===== src/rtl/mem_axi_pkg.sv =====
// mem_axi_pkg: FSM states, AXI encodings and size helper shared by the core-to-AXI bridge.
package mem_axi_pkg;
  typedef enum logic [2:0] {IDLE, WRITE, WRESP, RADDR, RDATA, RESP} state_t;
  localparam logic [1:0] BURST_FIXED = 2'b00;
  localparam logic [1:0] BURST_INCR = 2'b01;
  localparam logic [1:0] BURST_WRAP = 2'b10;
  localparam logic [1:0] RESP_OKAY = 2'b00;
  localparam logic [1:0] RESP_EXOKAY = 2'b01;
  localparam logic [1:0] RESP_SLVERR = 2'b10;
  localparam logic [1:0] RESP_DECERR = 2'b11;
  function automatic logic [2:0] size_from_width(input int width);
    return 3'($clog2(width / 8));
  endfunction
endpackage


===== src/rtl/mem_axi_bridge_if.sv =====
// mem_axi_bridge_if: core request/response and AXI4 master bus; master = bridge side, slave = core + memory side.
interface mem_axi_bridge_if #(
  parameter int DATA_WIDTH = 64,
  parameter int ADDR_WIDTH = 32,
  parameter int ID_WIDTH = 4
);
  logic                    io_req_valid, io_req_ready, io_req_bits_write;
  logic [ADDR_WIDTH-1:0]   io_req_bits_addr;
  logic [DATA_WIDTH-1:0]   io_req_bits_wdata;
  logic [DATA_WIDTH/8-1:0] io_req_bits_wstrb;
  logic                    io_resp_valid, io_resp_ready, io_resp_bits_err;
  logic [DATA_WIDTH-1:0]   io_resp_bits_rdata;
  logic                    io_m_axi_aw_valid, io_m_axi_aw_ready;
  logic [ID_WIDTH-1:0]     io_m_axi_aw_id;
  logic [ADDR_WIDTH-1:0]   io_m_axi_aw_addr;
  logic [7:0]              io_m_axi_aw_len;
  logic [2:0]              io_m_axi_aw_size;
  logic [1:0]              io_m_axi_aw_burst;
  logic                    io_m_axi_w_valid, io_m_axi_w_ready, io_m_axi_w_last;
  logic [DATA_WIDTH-1:0]   io_m_axi_w_data;
  logic [DATA_WIDTH/8-1:0] io_m_axi_w_strb;
  logic                    io_m_axi_b_valid, io_m_axi_b_ready;
  logic [ID_WIDTH-1:0]     io_m_axi_b_id;
  logic [1:0]              io_m_axi_b_resp;
  logic                    io_m_axi_ar_valid, io_m_axi_ar_ready;
  logic [ID_WIDTH-1:0]     io_m_axi_ar_id;
  logic [ADDR_WIDTH-1:0]   io_m_axi_ar_addr;
  logic [7:0]              io_m_axi_ar_len;
  logic [2:0]              io_m_axi_ar_size;
  logic [1:0]              io_m_axi_ar_burst;
  logic                    io_m_axi_r_valid, io_m_axi_r_ready, io_m_axi_r_last;
  logic [ID_WIDTH-1:0]     io_m_axi_r_id;
  logic [DATA_WIDTH-1:0]   io_m_axi_r_data;
  logic [1:0]              io_m_axi_r_resp;
  modport master (
    input  io_req_valid, io_req_bits_addr, io_req_bits_wdata, io_req_bits_wstrb, io_req_bits_write,
    output io_req_ready,
    output io_resp_valid, io_resp_bits_rdata, io_resp_bits_err,
    input  io_resp_ready,
    output io_m_axi_aw_valid, io_m_axi_aw_id, io_m_axi_aw_addr, io_m_axi_aw_len, io_m_axi_aw_size, io_m_axi_aw_burst,
    input  io_m_axi_aw_ready,
    output io_m_axi_w_valid, io_m_axi_w_data, io_m_axi_w_strb, io_m_axi_w_last,
    input  io_m_axi_w_ready,
    input  io_m_axi_b_valid, io_m_axi_b_id, io_m_axi_b_resp,
    output io_m_axi_b_ready,
    output io_m_axi_ar_valid, io_m_axi_ar_id, io_m_axi_ar_addr, io_m_axi_ar_len, io_m_axi_ar_size, io_m_axi_ar_burst,
    input  io_m_axi_ar_ready,
    input  io_m_axi_r_valid, io_m_axi_r_id, io_m_axi_r_data, io_m_axi_r_resp, io_m_axi_r_last,
    output io_m_axi_r_ready
  );
  modport slave (
    output io_req_valid, io_req_bits_addr, io_req_bits_wdata, io_req_bits_wstrb, io_req_bits_write,
    input  io_req_ready,
    input  io_resp_valid, io_resp_bits_rdata, io_resp_bits_err,
    output io_resp_ready,
    input  io_m_axi_aw_valid, io_m_axi_aw_id, io_m_axi_aw_addr, io_m_axi_aw_len, io_m_axi_aw_size, io_m_axi_aw_burst,
    output io_m_axi_aw_ready,
    input  io_m_axi_w_valid, io_m_axi_w_data, io_m_axi_w_strb, io_m_axi_w_last,
    output io_m_axi_w_ready,
    output io_m_axi_b_valid, io_m_axi_b_id, io_m_axi_b_resp,
    input  io_m_axi_b_ready,
    input  io_m_axi_ar_valid, io_m_axi_ar_id, io_m_axi_ar_addr, io_m_axi_ar_len, io_m_axi_ar_size, io_m_axi_ar_burst,
    output io_m_axi_ar_ready,
    output io_m_axi_r_valid, io_m_axi_r_id, io_m_axi_r_data, io_m_axi_r_resp, io_m_axi_r_last,
    input  io_m_axi_r_ready
  );
endinterface


===== src/rtl/mem_axi_bridge.sv =====
// mem_axi_bridge: one core request at a time to a single-beat AXI4 transaction.
// Define MEM_AXI_BRIDGE_ERR_EN to report non-OKAY responses / missing r_last on io_resp_bits_err.
module mem_axi_bridge
  import mem_axi_pkg::*;
#(
  parameter int DATA_WIDTH = 64,
  parameter int ADDR_WIDTH = 32,
  parameter int ID_WIDTH = 4
) (
  input logic clock,
  input logic reset,
  mem_axi_bridge_if.master bus
);
  localparam int OB = $clog2(DATA_WIDTH / 8);
  localparam logic [2:0] SIZE = size_from_width(DATA_WIDTH);
  state_t state;
  logic req_ready, resp_valid, aw_valid, w_valid, ar_valid, b_ready, r_ready;
  logic [ADDR_WIDTH-1:0] addr;
  logic [DATA_WIDTH-1:0] wdata, rdata;
  logic [DATA_WIDTH/8-1:0] wstrb;
  logic req_hs, resp_hs, aw_hs, w_hs, ar_hs, b_hs, r_hs;
  assign req_hs = bus.io_req_valid && req_ready;
  assign resp_hs = resp_valid && bus.io_resp_ready;
  assign aw_hs = aw_valid && bus.io_m_axi_aw_ready;
  assign w_hs = w_valid && bus.io_m_axi_w_ready;
  assign ar_hs = ar_valid && bus.io_m_axi_ar_ready;
  assign b_hs = b_ready && bus.io_m_axi_b_valid;
  assign r_hs = r_ready && bus.io_m_axi_r_valid;
  always_ff @(posedge clock)
    if (!reset) begin
      state <= IDLE;
      req_ready <= 1'b0;
      resp_valid <= 1'b0;
      aw_valid <= 1'b0;
      w_valid <= 1'b0;
      ar_valid <= 1'b0;
      b_ready <= 1'b0;
      r_ready <= 1'b0;
      addr <= '0;
      wdata <= '0;
      wstrb <= '0;
      rdata <= '0;
    end else begin
      case (state)
        IDLE: begin
          req_ready <= !req_hs;
          if (req_hs) begin
            addr <= {bus.io_req_bits_addr[ADDR_WIDTH-1:OB], {OB{1'b0}}};
            wdata <= bus.io_req_bits_wdata;
            wstrb <= bus.io_req_bits_wstrb;
            aw_valid <= bus.io_req_bits_write;
            w_valid <= bus.io_req_bits_write;
            ar_valid <= !bus.io_req_bits_write;
            state <= bus.io_req_bits_write ? WRITE : RADDR;
          end
        end
        WRITE: begin
          if (aw_hs) aw_valid <= 1'b0;
          if (w_hs) w_valid <= 1'b0;
          // AW and W complete independently; leave once neither is still pending
          if ((aw_hs || !aw_valid) && (w_hs || !w_valid)) begin
            b_ready <= 1'b1;
            state <= WRESP;
          end
        end
        WRESP:
          if (b_hs) begin
            b_ready <= 1'b0;
            rdata <= '0;
            resp_valid <= 1'b1;
            state <= RESP;
          end
        RADDR:
          if (ar_hs) begin
            ar_valid <= 1'b0;
            r_ready <= 1'b1;
            state <= RDATA;
          end
        RDATA:
          if (r_hs) begin
            r_ready <= 1'b0;
            rdata <= bus.io_m_axi_r_data;
            resp_valid <= 1'b1;
            state <= RESP;
          end
        RESP:
          if (resp_hs) begin
            resp_valid <= 1'b0;
            req_ready <= 1'b1;
            state <= IDLE;
          end
        default: state <= IDLE;
      endcase
    end
`ifdef MEM_AXI_BRIDGE_ERR_EN
  logic err;
  always_ff @(posedge clock)
    if (!reset) err <= 1'b0;
    else if (b_hs) err <= bus.io_m_axi_b_resp != RESP_OKAY;
    else if (r_hs) err <= bus.io_m_axi_r_resp != RESP_OKAY || !bus.io_m_axi_r_last;
  assign bus.io_resp_bits_err = err;
  logic unused_ids;
  assign unused_ids = ^{bus.io_m_axi_b_id, bus.io_m_axi_r_id};
`else
  assign bus.io_resp_bits_err = 1'b0;
  logic unused_ids;
  assign unused_ids = ^{bus.io_m_axi_b_id, bus.io_m_axi_r_id, bus.io_m_axi_b_resp, bus.io_m_axi_r_resp, bus.io_m_axi_r_last};
`endif
  assign bus.io_req_ready = req_ready;
  assign bus.io_resp_valid = resp_valid;
  assign bus.io_resp_bits_rdata = rdata;
  assign bus.io_m_axi_aw_valid = aw_valid;
  assign bus.io_m_axi_aw_id = ID_WIDTH'(0);
  assign bus.io_m_axi_aw_addr = addr;
  assign bus.io_m_axi_aw_len = 8'd0;
  assign bus.io_m_axi_aw_size = SIZE;
  assign bus.io_m_axi_aw_burst = BURST_INCR;
  assign bus.io_m_axi_w_valid = w_valid;
  assign bus.io_m_axi_w_data = wdata;
  assign bus.io_m_axi_w_strb = wstrb;
  assign bus.io_m_axi_w_last = 1'b1;
  assign bus.io_m_axi_b_ready = b_ready;
  assign bus.io_m_axi_ar_valid = ar_valid;
  assign bus.io_m_axi_ar_id = ID_WIDTH'(0);
  assign bus.io_m_axi_ar_addr = addr;
  assign bus.io_m_axi_ar_len = 8'd0;
  assign bus.io_m_axi_ar_size = SIZE;
  assign bus.io_m_axi_ar_burst = BURST_INCR;
  assign bus.io_m_axi_r_ready = r_ready;
endmodule


===== src/flat_wrapper.sv =====
// flat-port wrapper written by rule: the top's interface ports become plain ports
module mem_axi_bridge_flat import mem_axi_pkg::*;
#(
  parameter int DATA_WIDTH = 64,
  parameter int ADDR_WIDTH = 32,
  parameter int ID_WIDTH = 4
)
  (clock, reset, bus_io_req_valid, bus_io_req_bits_addr, bus_io_req_bits_wdata, bus_io_req_bits_wstrb, bus_io_req_bits_write, bus_io_req_ready, bus_io_resp_valid, bus_io_resp_bits_rdata, bus_io_resp_bits_err, bus_io_resp_ready, bus_io_m_axi_aw_valid, bus_io_m_axi_aw_id, bus_io_m_axi_aw_addr, bus_io_m_axi_aw_len, bus_io_m_axi_aw_size, bus_io_m_axi_aw_burst, bus_io_m_axi_aw_ready, bus_io_m_axi_w_valid, bus_io_m_axi_w_data, bus_io_m_axi_w_strb, bus_io_m_axi_w_last, bus_io_m_axi_w_ready, bus_io_m_axi_b_valid, bus_io_m_axi_b_id, bus_io_m_axi_b_resp, bus_io_m_axi_b_ready, bus_io_m_axi_ar_valid, bus_io_m_axi_ar_id, bus_io_m_axi_ar_addr, bus_io_m_axi_ar_len, bus_io_m_axi_ar_size, bus_io_m_axi_ar_burst, bus_io_m_axi_ar_ready, bus_io_m_axi_r_valid, bus_io_m_axi_r_id, bus_io_m_axi_r_data, bus_io_m_axi_r_resp, bus_io_m_axi_r_last, bus_io_m_axi_r_ready);
  mem_axi_bridge_if #(.DATA_WIDTH(DATA_WIDTH), .ADDR_WIDTH(ADDR_WIDTH), .ID_WIDTH(ID_WIDTH)) bus_i ();
  input logic clock;
  input logic reset;
  input wire logic [$bits(bus_i.io_req_valid)-1:0] bus_io_req_valid;
  input wire logic [$bits(bus_i.io_req_bits_addr)-1:0] bus_io_req_bits_addr;
  input wire logic [$bits(bus_i.io_req_bits_wdata)-1:0] bus_io_req_bits_wdata;
  input wire logic [$bits(bus_i.io_req_bits_wstrb)-1:0] bus_io_req_bits_wstrb;
  input wire logic [$bits(bus_i.io_req_bits_write)-1:0] bus_io_req_bits_write;
  output wire logic [$bits(bus_i.io_req_ready)-1:0] bus_io_req_ready;
  output wire logic [$bits(bus_i.io_resp_valid)-1:0] bus_io_resp_valid;
  output wire logic [$bits(bus_i.io_resp_bits_rdata)-1:0] bus_io_resp_bits_rdata;
  output wire logic [$bits(bus_i.io_resp_bits_err)-1:0] bus_io_resp_bits_err;
  input wire logic [$bits(bus_i.io_resp_ready)-1:0] bus_io_resp_ready;
  output wire logic [$bits(bus_i.io_m_axi_aw_valid)-1:0] bus_io_m_axi_aw_valid;
  output wire logic [$bits(bus_i.io_m_axi_aw_id)-1:0] bus_io_m_axi_aw_id;
  output wire logic [$bits(bus_i.io_m_axi_aw_addr)-1:0] bus_io_m_axi_aw_addr;
  output wire logic [$bits(bus_i.io_m_axi_aw_len)-1:0] bus_io_m_axi_aw_len;
  output wire logic [$bits(bus_i.io_m_axi_aw_size)-1:0] bus_io_m_axi_aw_size;
  output wire logic [$bits(bus_i.io_m_axi_aw_burst)-1:0] bus_io_m_axi_aw_burst;
  input wire logic [$bits(bus_i.io_m_axi_aw_ready)-1:0] bus_io_m_axi_aw_ready;
  output wire logic [$bits(bus_i.io_m_axi_w_valid)-1:0] bus_io_m_axi_w_valid;
  output wire logic [$bits(bus_i.io_m_axi_w_data)-1:0] bus_io_m_axi_w_data;
  output wire logic [$bits(bus_i.io_m_axi_w_strb)-1:0] bus_io_m_axi_w_strb;
  output wire logic [$bits(bus_i.io_m_axi_w_last)-1:0] bus_io_m_axi_w_last;
  input wire logic [$bits(bus_i.io_m_axi_w_ready)-1:0] bus_io_m_axi_w_ready;
  input wire logic [$bits(bus_i.io_m_axi_b_valid)-1:0] bus_io_m_axi_b_valid;
  input wire logic [$bits(bus_i.io_m_axi_b_id)-1:0] bus_io_m_axi_b_id;
  input wire logic [$bits(bus_i.io_m_axi_b_resp)-1:0] bus_io_m_axi_b_resp;
  output wire logic [$bits(bus_i.io_m_axi_b_ready)-1:0] bus_io_m_axi_b_ready;
  output wire logic [$bits(bus_i.io_m_axi_ar_valid)-1:0] bus_io_m_axi_ar_valid;
  output wire logic [$bits(bus_i.io_m_axi_ar_id)-1:0] bus_io_m_axi_ar_id;
  output wire logic [$bits(bus_i.io_m_axi_ar_addr)-1:0] bus_io_m_axi_ar_addr;
  output wire logic [$bits(bus_i.io_m_axi_ar_len)-1:0] bus_io_m_axi_ar_len;
  output wire logic [$bits(bus_i.io_m_axi_ar_size)-1:0] bus_io_m_axi_ar_size;
  output wire logic [$bits(bus_i.io_m_axi_ar_burst)-1:0] bus_io_m_axi_ar_burst;
  input wire logic [$bits(bus_i.io_m_axi_ar_ready)-1:0] bus_io_m_axi_ar_ready;
  input wire logic [$bits(bus_i.io_m_axi_r_valid)-1:0] bus_io_m_axi_r_valid;
  input wire logic [$bits(bus_i.io_m_axi_r_id)-1:0] bus_io_m_axi_r_id;
  input wire logic [$bits(bus_i.io_m_axi_r_data)-1:0] bus_io_m_axi_r_data;
  input wire logic [$bits(bus_i.io_m_axi_r_resp)-1:0] bus_io_m_axi_r_resp;
  input wire logic [$bits(bus_i.io_m_axi_r_last)-1:0] bus_io_m_axi_r_last;
  output wire logic [$bits(bus_i.io_m_axi_r_ready)-1:0] bus_io_m_axi_r_ready;
  assign bus_i.io_req_valid = bus_io_req_valid;
  assign bus_i.io_req_bits_addr = bus_io_req_bits_addr;
  assign bus_i.io_req_bits_wdata = bus_io_req_bits_wdata;
  assign bus_i.io_req_bits_wstrb = bus_io_req_bits_wstrb;
  assign bus_i.io_req_bits_write = bus_io_req_bits_write;
  assign bus_io_req_ready = bus_i.io_req_ready;
  assign bus_io_resp_valid = bus_i.io_resp_valid;
  assign bus_io_resp_bits_rdata = bus_i.io_resp_bits_rdata;
  assign bus_io_resp_bits_err = bus_i.io_resp_bits_err;
  assign bus_i.io_resp_ready = bus_io_resp_ready;
  assign bus_io_m_axi_aw_valid = bus_i.io_m_axi_aw_valid;
  assign bus_io_m_axi_aw_id = bus_i.io_m_axi_aw_id;
  assign bus_io_m_axi_aw_addr = bus_i.io_m_axi_aw_addr;
  assign bus_io_m_axi_aw_len = bus_i.io_m_axi_aw_len;
  assign bus_io_m_axi_aw_size = bus_i.io_m_axi_aw_size;
  assign bus_io_m_axi_aw_burst = bus_i.io_m_axi_aw_burst;
  assign bus_i.io_m_axi_aw_ready = bus_io_m_axi_aw_ready;
  assign bus_io_m_axi_w_valid = bus_i.io_m_axi_w_valid;
  assign bus_io_m_axi_w_data = bus_i.io_m_axi_w_data;
  assign bus_io_m_axi_w_strb = bus_i.io_m_axi_w_strb;
  assign bus_io_m_axi_w_last = bus_i.io_m_axi_w_last;
  assign bus_i.io_m_axi_w_ready = bus_io_m_axi_w_ready;
  assign bus_i.io_m_axi_b_valid = bus_io_m_axi_b_valid;
  assign bus_i.io_m_axi_b_id = bus_io_m_axi_b_id;
  assign bus_i.io_m_axi_b_resp = bus_io_m_axi_b_resp;
  assign bus_io_m_axi_b_ready = bus_i.io_m_axi_b_ready;
  assign bus_io_m_axi_ar_valid = bus_i.io_m_axi_ar_valid;
  assign bus_io_m_axi_ar_id = bus_i.io_m_axi_ar_id;
  assign bus_io_m_axi_ar_addr = bus_i.io_m_axi_ar_addr;
  assign bus_io_m_axi_ar_len = bus_i.io_m_axi_ar_len;
  assign bus_io_m_axi_ar_size = bus_i.io_m_axi_ar_size;
  assign bus_io_m_axi_ar_burst = bus_i.io_m_axi_ar_burst;
  assign bus_i.io_m_axi_ar_ready = bus_io_m_axi_ar_ready;
  assign bus_i.io_m_axi_r_valid = bus_io_m_axi_r_valid;
  assign bus_i.io_m_axi_r_id = bus_io_m_axi_r_id;
  assign bus_i.io_m_axi_r_data = bus_io_m_axi_r_data;
  assign bus_i.io_m_axi_r_resp = bus_io_m_axi_r_resp;
  assign bus_i.io_m_axi_r_last = bus_io_m_axi_r_last;
  assign bus_io_m_axi_r_ready = bus_i.io_m_axi_r_ready;
  mem_axi_bridge #(.DATA_WIDTH(DATA_WIDTH), .ADDR_WIDTH(ADDR_WIDTH), .ID_WIDTH(ID_WIDTH)) u_core (.clock(clock), .reset(reset), .bus(bus_i));
endmodule

===== config.mk =====
export PLATFORM = sky130hd
export DESIGN_NAME = mem_axi_bridge_flat
export DESIGN_NICKNAME = d
export VERILOG_FILES = /design/src/rtl/mem_axi_pkg.sv /design/src/rtl/mem_axi_bridge_if.sv /design/src/rtl/mem_axi_bridge.sv /design/src/flat_wrapper.sv
export SDC_FILE = /design/constraint.sdc
export NUM_CORES = 1
export LEC_CHECK = 0
export ABC_AREA = 1
export BUFFER_PORTS_ARGS = -buffer_cell sky130_fd_sc_hd__buf_2
export CORE_AREA = 2 2 170 172
export CTS_BUF_LIST = sky130_fd_sc_hd__clkbuf_2
export CTS_CLUSTER_DIAMETER = 150
export DETAILED_ROUTE_END_ITERATION = 10
export DIE_AREA = 0 0 172 174
export MAX_ROUTING_LAYER = met4
export SETUP_SLACK_MARGIN = 0.5
export SLEW_MARGIN = 20
export SYNTH_ARGS = -nofsm -noshare
export SYNTH_HDL_FRONTEND = slang
export SYNTH_SLANG_ARGS = --single-unit

===== constraint.sdc =====
create_clock -name clock -period 3.4 [get_ports clock]
set_clock_uncertainty 0.15 [all_clocks]
set_input_delay 0.17 -clock clock [delete_from_list [all_inputs] [get_ports clock]]
set_output_delay 0.17 -clock clock [all_outputs]
set_load 0.02 [all_outputs]

==> flow_summary.ini, run 1 <==
[status]
status = did not finish
failing_step = 4_1_cts
firstError = [ERROR RSZ-0060] Max buffer count reached.

[clocking]
htreeDepth = 4
cts_buffers = 17
cts_setup_buffers = 0
root_buffer = clkbuf_2
cts_sinks = 175
ctsHoldBuffers = 321
cts_max_path_buffers = 2
cts_resized = 0

[logic_synthesis]
yosysSeqAreaShare_pct = 51.6
netlist.area_leader.share_pct = 51.6
synth_area_leaders = dfxtp_1 (52%), nor2_1 (12%), nand2_1 (8.9%)
yosysTopAreaCell = dfxtp_1
yosys_warnings = 0
syn_avg_cell_area_um2 = 7.68
syn_area_mm2 = 0.00679
synth-edff-count = 0
ys_async_sr_fraction_pct = 0
synth_cell_types = 22
syn_inst = 884
ys_seq_elements = 175
synth_ff_type = dfxtp_1

[placed_design]
dpl.hpwl_mm = 13.9
place.gp.congestion = 0.807
portBuffers = 375

[floorplanning]
row_count = 62
die_w_um = 172
initial_core_util_pct = 24.0
die_h_um = 174
io_pins = 434
cell usage after synthesis (2+ instances only):
library cell    n
nor2_1        212
dfxtp_1       175
nand2_1       160
o21ai_0       107
buf_4          73
a21oi_1        71
clkbuf_1       25
buf_2          23
nand3_1         8
inv_1           7
buf_6           6
inv_2           4
o211ai_1        3
conb_1          2
through the flow:
step	instance area, um2	hold WS [ns]	util (%)	setup WS [ns]	instances
after floorplan	6940	0.155	-	1.88	924
after global placement	8560	0.241	30.3	1.31	1562
after detailed placement	8560	0.249	30.3	1.30	1562
kinds of logic after synthesis:
family	after synthesis	share of synthesized area (%)
other	2	0.111
flip-flops	175	51.6
AO/OA/AOI/OAI	182	13.6
AND/OR/NAND/NOR	387	21.9
buffers and inverters	138	12.8
==> run 2, diff against run 1 <==
--- a/config.mk
+++ b/config.mk
@@ -8,12 +8,9 @@
 export ABC_AREA = 1
 export BUFFER_PORTS_ARGS = -buffer_cell sky130_fd_sc_hd__buf_2
 export CORE_AREA = 2 2 170 172
-export CTS_BUF_LIST = sky130_fd_sc_hd__clkbuf_2
-export CTS_CLUSTER_DIAMETER = 150
 export DETAILED_ROUTE_END_ITERATION = 10
 export DIE_AREA = 0 0 172 174
-export MAX_ROUTING_LAYER = met4
-export SETUP_SLACK_MARGIN = 0.5
+export PLACE_DENSITY_LB_ADDON = 0.15
 export SLEW_MARGIN = 20
 export SYNTH_ARGS = -nofsm -noshare
 export SYNTH_HDL_FRONTEND = slang
==> run 2 against run 1 <==
  * The flow now finishes without violations
  * Synthesized cell count did not move
  * Area after synthesis unchanged
==> flow_summary.ini, run 2 <==
[detailed_routing]
final_antenna_net_count = 0
via_per_inst = 4.07
wl_mm = 23.6
firstDrtPassIters = 4
vias = 7178
drc = 0
routedWlPerCell_um = 13.4
drtIter0Drc = 367

[placed_design]
place.gp.congestion = 0.754
dpl.hpwl_mm = 15.3
portBuffers = 375
postPlaceCellArea_mm2 = 0.00854
dp_cells = 1563

[sta]
clock.fmax_ghz = 0.360
max_slew_margin_pct = 31.0
tns_ns = 0
finalHoldViolCount = 0
fin_crit_ns = 2.78
min_period_over_period_pct = 81.7
tightestPinTransition_ns = 1.04
rsz0062_at_grt = false
drv_slew = 0
setup_violations = 0

[logic_synthesis]
yosysSeqAreaShare_pct = 51.6
yosysTopAreaCell = dfxtp_1
synth_ff_type = dfxtp_1
ys_async_sr_fraction_pct = 0
synth_cell_types = 22
yosysMostFrequentCell = nor2_1
synth_area_leaders = dfxtp_1 (52%), nor2_1 (12%), nand2_1 (8.9%)
syn_area_mm2 = 0.00679
syn_avg_cell_area_um2 = 7.68
synth-edff-count = 0
yosys_warnings = 0
ys_seq_elements = 175
netlist.area_leader.share_pct = 51.6
syn_inst = 884
synthTopCellsByCount = nor2_1 (212), dfxtp_1 (175), nand2_1 (160)

[cells_and_area]
post-route-util_pct = 38.4
final_nets = 1558
final_common_cell = buf_2
drive_above_1_share_pct = 30.7
areaGrowthSynthToFinish_pct = 59.6
fill_cells = 2961
final_cells = 1765
final_area_mm2 = 0.0108
final_cell_mix = buf_2 (375), nor2_1 (211), dfxtp_1 (175), dlygate4sd3_1 (169), nand2_1 (160)

[critical_path]
required_ns = 3.63
startpoint_type = register
rrSetupSlack_ns = 0.62
endpoint_kind = register
crit_type = register to register
rr_endpoint = u_core.bus.io_m_axi_aw_valid$_SDFFE_PN0P_
r2r-start = u_core.state[2]$_SDFFE_PN0P_
reg2reg_depth = 7
cp.arrival_ns = 3.01
worstPathMaxFanout = 104

[clocking]
cts_buffers = 17
cts_tree = built
cts_setup_buffers = 0
cts_sinks = 175
htreeDepth = 4
clkLatencyLatePin_ns = 0.43
cts_max_path_buffers = 2
clk_pin_slew_ns = 0.08
root_buffer = clkbuf_16

[global_routing]
overflow = 0
grt_pass1_wl_mm = 36.0
antenna_found_initial = 2
grt_pass1_vias = 6846
grt_max_degree = 105
grtUsageTotal_pct = 15.1

[floorplanning]
die_w_um = 172
design.die.area_mm2 = 0.0299
row_count = 62
coreArea_mm2 = 0.0282
initial_core_util_pct = 24.0
die_h_um = 174
io_pins = 434

[worst_hold_path]
hp-start = bus_io_m_axi_b_valid
hold_depth = 5
worstHoldEndpoint = u_core.bus.io_m_axi_b_ready$_SDFFE_PN0P_
min_path_type = primary input to register

[pwr]
p_leak_nw = 5.33
finalPower_mw = 6.58
vdd_drop_max_uv = 308
p_per_area_mw_per_mm2 = 608

[job]
max-cap-violations = 0

[status]
status = finished clean
==> run 2: worst max path at each step <==
stage	startpoint	endpoint
3_5_place_dp	u_core.state[2]$_SDFFE_PN0P_	u_core.bus.io_resp_bits_rdata[58]$_SDFFE_PN0P_
2_1_floorplan	u_core.state[1]$_SDFFE_PN0P_	u_core.bus.io_m_axi_ar_addr[28]$_SDFFE_PN0P_
5_1_grt	u_core.state[2]$_SDFFE_PN0P_	u_core.bus.io_m_axi_aw_valid$_SDFFE_PN0P_
6_report	u_core.state[2]$_SDFFE_PN0P_	u_core.bus.io_m_axi_aw_valid$_SDFFE_PN0P_
4_1_cts	u_core.state[2]$_SDFFE_PN0P_	u_core.bus.io_m_axi_aw_valid$_SDFFE_PN0P_
3_3_place_gp	u_core.state[2]$_SDFFE_PN0P_	u_core.bus.io_resp_bits_rdata[56]$_SDFFE_PN0P_
==> run 2: cells by family (layout without fill, tap and decap cells) <==
| group | count (synthesis) | after routing | synth area share [%] |
|---|---|---|---|
| simple gates | 387 | 387 | 21.9 |
| buf+inv | 138 | 594 | 12.8 |
| other cells | 2 | 43 | 0.111 |
| flops | 175 | 175 | 51.6 |
| compound gates | 182 | 182 | 13.6 |
==> run 2: repair_timing <==
item	in CTS	in global routing
resized for setup	0	0
endpoints found under the hold margin	169	0
endpoints found under the setup margin	0	0
hold buffers	169	0
==> run 2: final cells by class <==
class / count / area [um2] / area share, %
Inverter: 11 / 42.5 / 0.393
Multi-Input combinational cell: 611 / 2570 / 23.8
Clock inverter: 15 / 170 / 1.57
Timing Repair Buffer: 551 / 3630 / 33.5
Clock buffer: 17 / 425 / 3.93
Tap cell: 384 / 480 / 4.44
Antenna cell: 1 / 2.50 / 0.0231
Sequential cell: 175 / 3500 / 32.3
==> run 2: report_power, final <==
part           total [mW]  internal [mW]  switching [mW]  leakage, nW
clock                2.01          0.994            1.01        0.284
combinational        2.04          0.678            1.36         3.62
sequential           2.54           2.35           0.184         1.42
total                6.58           4.02            2.56         5.33
==> run 2: worst max-delay path, stage by stage (launching register included) <==
cell and delay [ns]:
dfxtp_1 0.43, nor2_1 0.26, nand2_2 0.12, nor2_4 0.11, buf_4 0.76, nand2_1 0.16
a21oi_1 0.18, dlygate4sd3_1 0.56
==> run 2: stage by stage <==
| stage | setup slack [ns] | hold WS (ns) |
|---|---|---|
| after floorplan | 1.88 | 0.155 |
| after global placement | 0.911 | 0.241 |
| after detailed placement | 0.949 | 0.247 |
| after CTS | 0.567 | 0.0666 |
| after global routing | 0.299 | 0.123 |
| final | 0.621 | 0.0906 |
==> run 2: layer usage <==
layer | wire length, um | GRT usage, % | part of all wire (%)
met5 | 13 | 0 | 0.055
met4 | 397 | 4.73 | 1.7
met3 | 2000 | 5.65 | 8.5
met2 | 11100 | 25.6 | 47
met1 | 10100 | 17.7 | 43
No activity file was read; power rests on OpenSTA's default activity.
==> run 3, diff against run 2 <==
==> constraint.sdc (replaced) <==
create_clock -name clock -period 2.8 [get_ports clock]
set_clock_uncertainty 0.15 [all_clocks]
set_input_delay 0.14 -clock clock [delete_from_list [all_inputs] [get_ports clock]]
set_output_delay 0.14 -clock clock [all_outputs]
set_load 0.02 [all_outputs]
==> run 3 against run 2 <==
  * Via count decreased by 0.50%
  * Wire length decreased by 0.81%
  * Register-to-register slack got worse by 0.21 ns
  * Die area unchanged
  * Largest cell class unchanged
  * Critical endpoint unchanged
  * Sequential share of layout area decreased by 0.16 points
==> flow_summary.ini, run 3 (same netlist as run 2, synthesis figures left out) <==
[cells_and_area]
drive_above_1_share_pct = 30.6
antenna_cells = 0
final_nets = 1559
multi_input_area_mm2 = 0.00257
fill_cells = 3016
final_common_cell = buf_2
final_cell_mix = buf_2 (375), nor2_1 (211), dfxtp_1 (175), dlygate4sd3_1 (169), nand2_1 (160)
areaGrowthSynthToFinish_pct = 60.4
register_area_mm2 = 0.00350

[clocking]
cts_buffers = 17
cts_max_path_buffers = 2
cts_resized = 0
root_buffer = clkbuf_16
cts_sinks = 175
htreeDepth = 4
cts_tree = built
clk_pin_slew_ns = 0.08
clkLatencyLatePin_ns = 0.42

[floorplanning]
row_count = 62
design.die.area_mm2 = 0.0299
coreArea_mm2 = 0.0282
die_w_um = 172
initial_core_util_pct = 24.0
die_h_um = 174
io_pins = 434

[critical_path]
cp_cell_sequence = nor2_1 -> nand2_2 -> nor2_4 -> buf_12 -> nand2_1 -> a21oi_1 -> dlygate4sd3_1
r2r-start = u_core.state[2]$_SDFFE_PN0P_
startpoint_type = register
rrSetupSlack_ns = 0.41
worstPathMaxFanout = 104
crit_type = register to register
required_ns = 3.02
endpoint_kind = register
rr_endpoint = u_core.bus.io_m_axi_aw_valid$_SDFFE_PN0P_
reg2reg_depth = 7
cpPeakStageDelay_ns = 0.55
crit_slowest_cell = dlygate4sd3_1
cp.arrival_ns = 2.61

[sta]
min_period_over_period_pct = 85.2
rsz0062_at_grt = false
tns_ns = 0
setup_violations = 0
drv_slew = 0
clock.fmax_ghz = 0.419
fin_crit_ns = 2.39
finalHoldViolCount = 0
tightestPinTransition_ns = 0.598
max_slew_margin_pct = 60.1

[global_routing]
grtUsageTotal_pct = 14.9
grt_pass1_vias = 6830
antenna_found_initial = 0
grt_pass1_wl_mm = 35.6
grt_max_degree = 105
overflow = 0

[placed_design]
dpl.hpwl_mm = 15.5
portBuffers = 375
place.gp.congestion = 0.702

[worst_hold_path]
hp-start = bus_io_m_axi_b_valid
hold_depth = 5
min_path_type = primary input to register
worstHoldEndpoint = u_core.bus.io_m_axi_b_ready$_SDFFE_PN0P_

[detailed_routing]
wl_mm = 23.4
drtIter0Drc = 310
vias = 7142
via_per_inst = 4.05
final_antenna_net_count = 0
routedWlPerCell_um = 13.3
firstDrtPassIters = 6
drc = 0

[pwr]
p_leak_nw = 5.35
finalPower_mw = 7.96
p_per_area_mw_per_mm2 = 731
vdd_drop_max_uv = 387

[status]
status = finished clean

[job]
max-cap-violations = 0
-- run 3: cell types whose count changed in the layout (fill, tap and decap cells not counted) --
| cell | previous run | this run |
|---|---|---|
| buf_12 | 1 | 5 |
| buf_4 | 6 | 3 |
| clkinv_4 | 1 | 2 |
| clkinv_2 | 2 | 1 |
| clkinvlp_4 | 2 | 1 |
| clkbuf_1 | 0 | 1 |
| diode_2 | 1 | 0 |
| inv_12 | 1 | 0 |
| clkinv_8 | 4 | 5 |
-- run 3: worst max-delay path, delay by kind of cell (launching register included) --
kind,cells,cell delay (ns)
compound gates,1,0.16
simple gates,4,0.69
buf+inv,2,0.89
flops,1,0.44
-- run 3: area by class of cell --
type / count / share of cell area (%)
well taps: 384 / 4.41
flip-flops and latches: 175 / 32.2
inverters: 11 / 0.391
repair buffers: 552 / 33.9
clock buffers: 18 / 3.94
multi-input cells: 611 / 23.6
clock inverters: 14 / 1.53
-- run 3: through the flow --
stage	std cells	hold WS, ns	setup slack, ns	instance area (um2)	utilization [%]
4_1_cts	1765	0.0350	0.385	10900	38.6
3_5_place_dp	1564	0.217	0.627	8600	30.5
3_3_place_gp	1564	0.212	0.631	8600	30.5
2_1_floorplan	924	0.125	1.28	6940	-
5_1_grt	1765	0.105	0.151	10900	38.6
6_report	1765	0.0688	0.413	10900	38.6
-- run 3: report_power, final --
part	total, mW	internal (mW)	switching, mW
combinational	2.50	0.849	1.65
clock	2.39	1.21	1.18
sequential	3.08	2.86	0.221
-- run 3: metal layers --
layer	global-route usage, %	wire (um)	up-vias
li1	-	-	3675
met1	16.9	9720	3183
met2	26.4	11400	273
met3	5.17	1990	11
met4	4.27	261	0
met5	0	0	-
-- run 3: timing repair --
item                       CTS  global route
hold endpoints to repair   169             0
setup buffers                0             0
setup endpoints to repair    0             0
hold buffers               169             0
-- run 3: worst max path at each step --
stage / start / endpoint / slack (ns) / depth (start not counted)
finish: u_core.state[2]$_SDFFE_PN0P_ / u_core.bus.io_m_axi_aw_valid$_SDFFE_PN0P_ / 0.41 / 7
floorplan: u_core.state[1]$_SDFFE_PN0P_ / u_core.bus.io_m_axi_ar_addr[28]$_SDFFE_PN0P_ / 1.28 / 8
global route: u_core.state[2]$_SDFFE_PN0P_ / u_core.bus.io_m_axi_aw_valid$_SDFFE_PN0P_ / 0.15 / 7
CTS: u_core.state[2]$_SDFFE_PN0P_ / u_core.bus.io_m_axi_aw_valid$_SDFFE_PN0P_ / 0.39 / 7
global placement: u_core.state[2]$_SDFFE_PN0P_ / u_core.bus.io_resp_bits_rdata[36]$_SDFFE_PN0P_ / 0.63 / 6
detailed placement: u_core.state[2]$_SDFFE_PN0P_ / u_core.bus.io_resp_bits_rdata[9]$_SDFFE_PN0P_ / 0.63 / 6
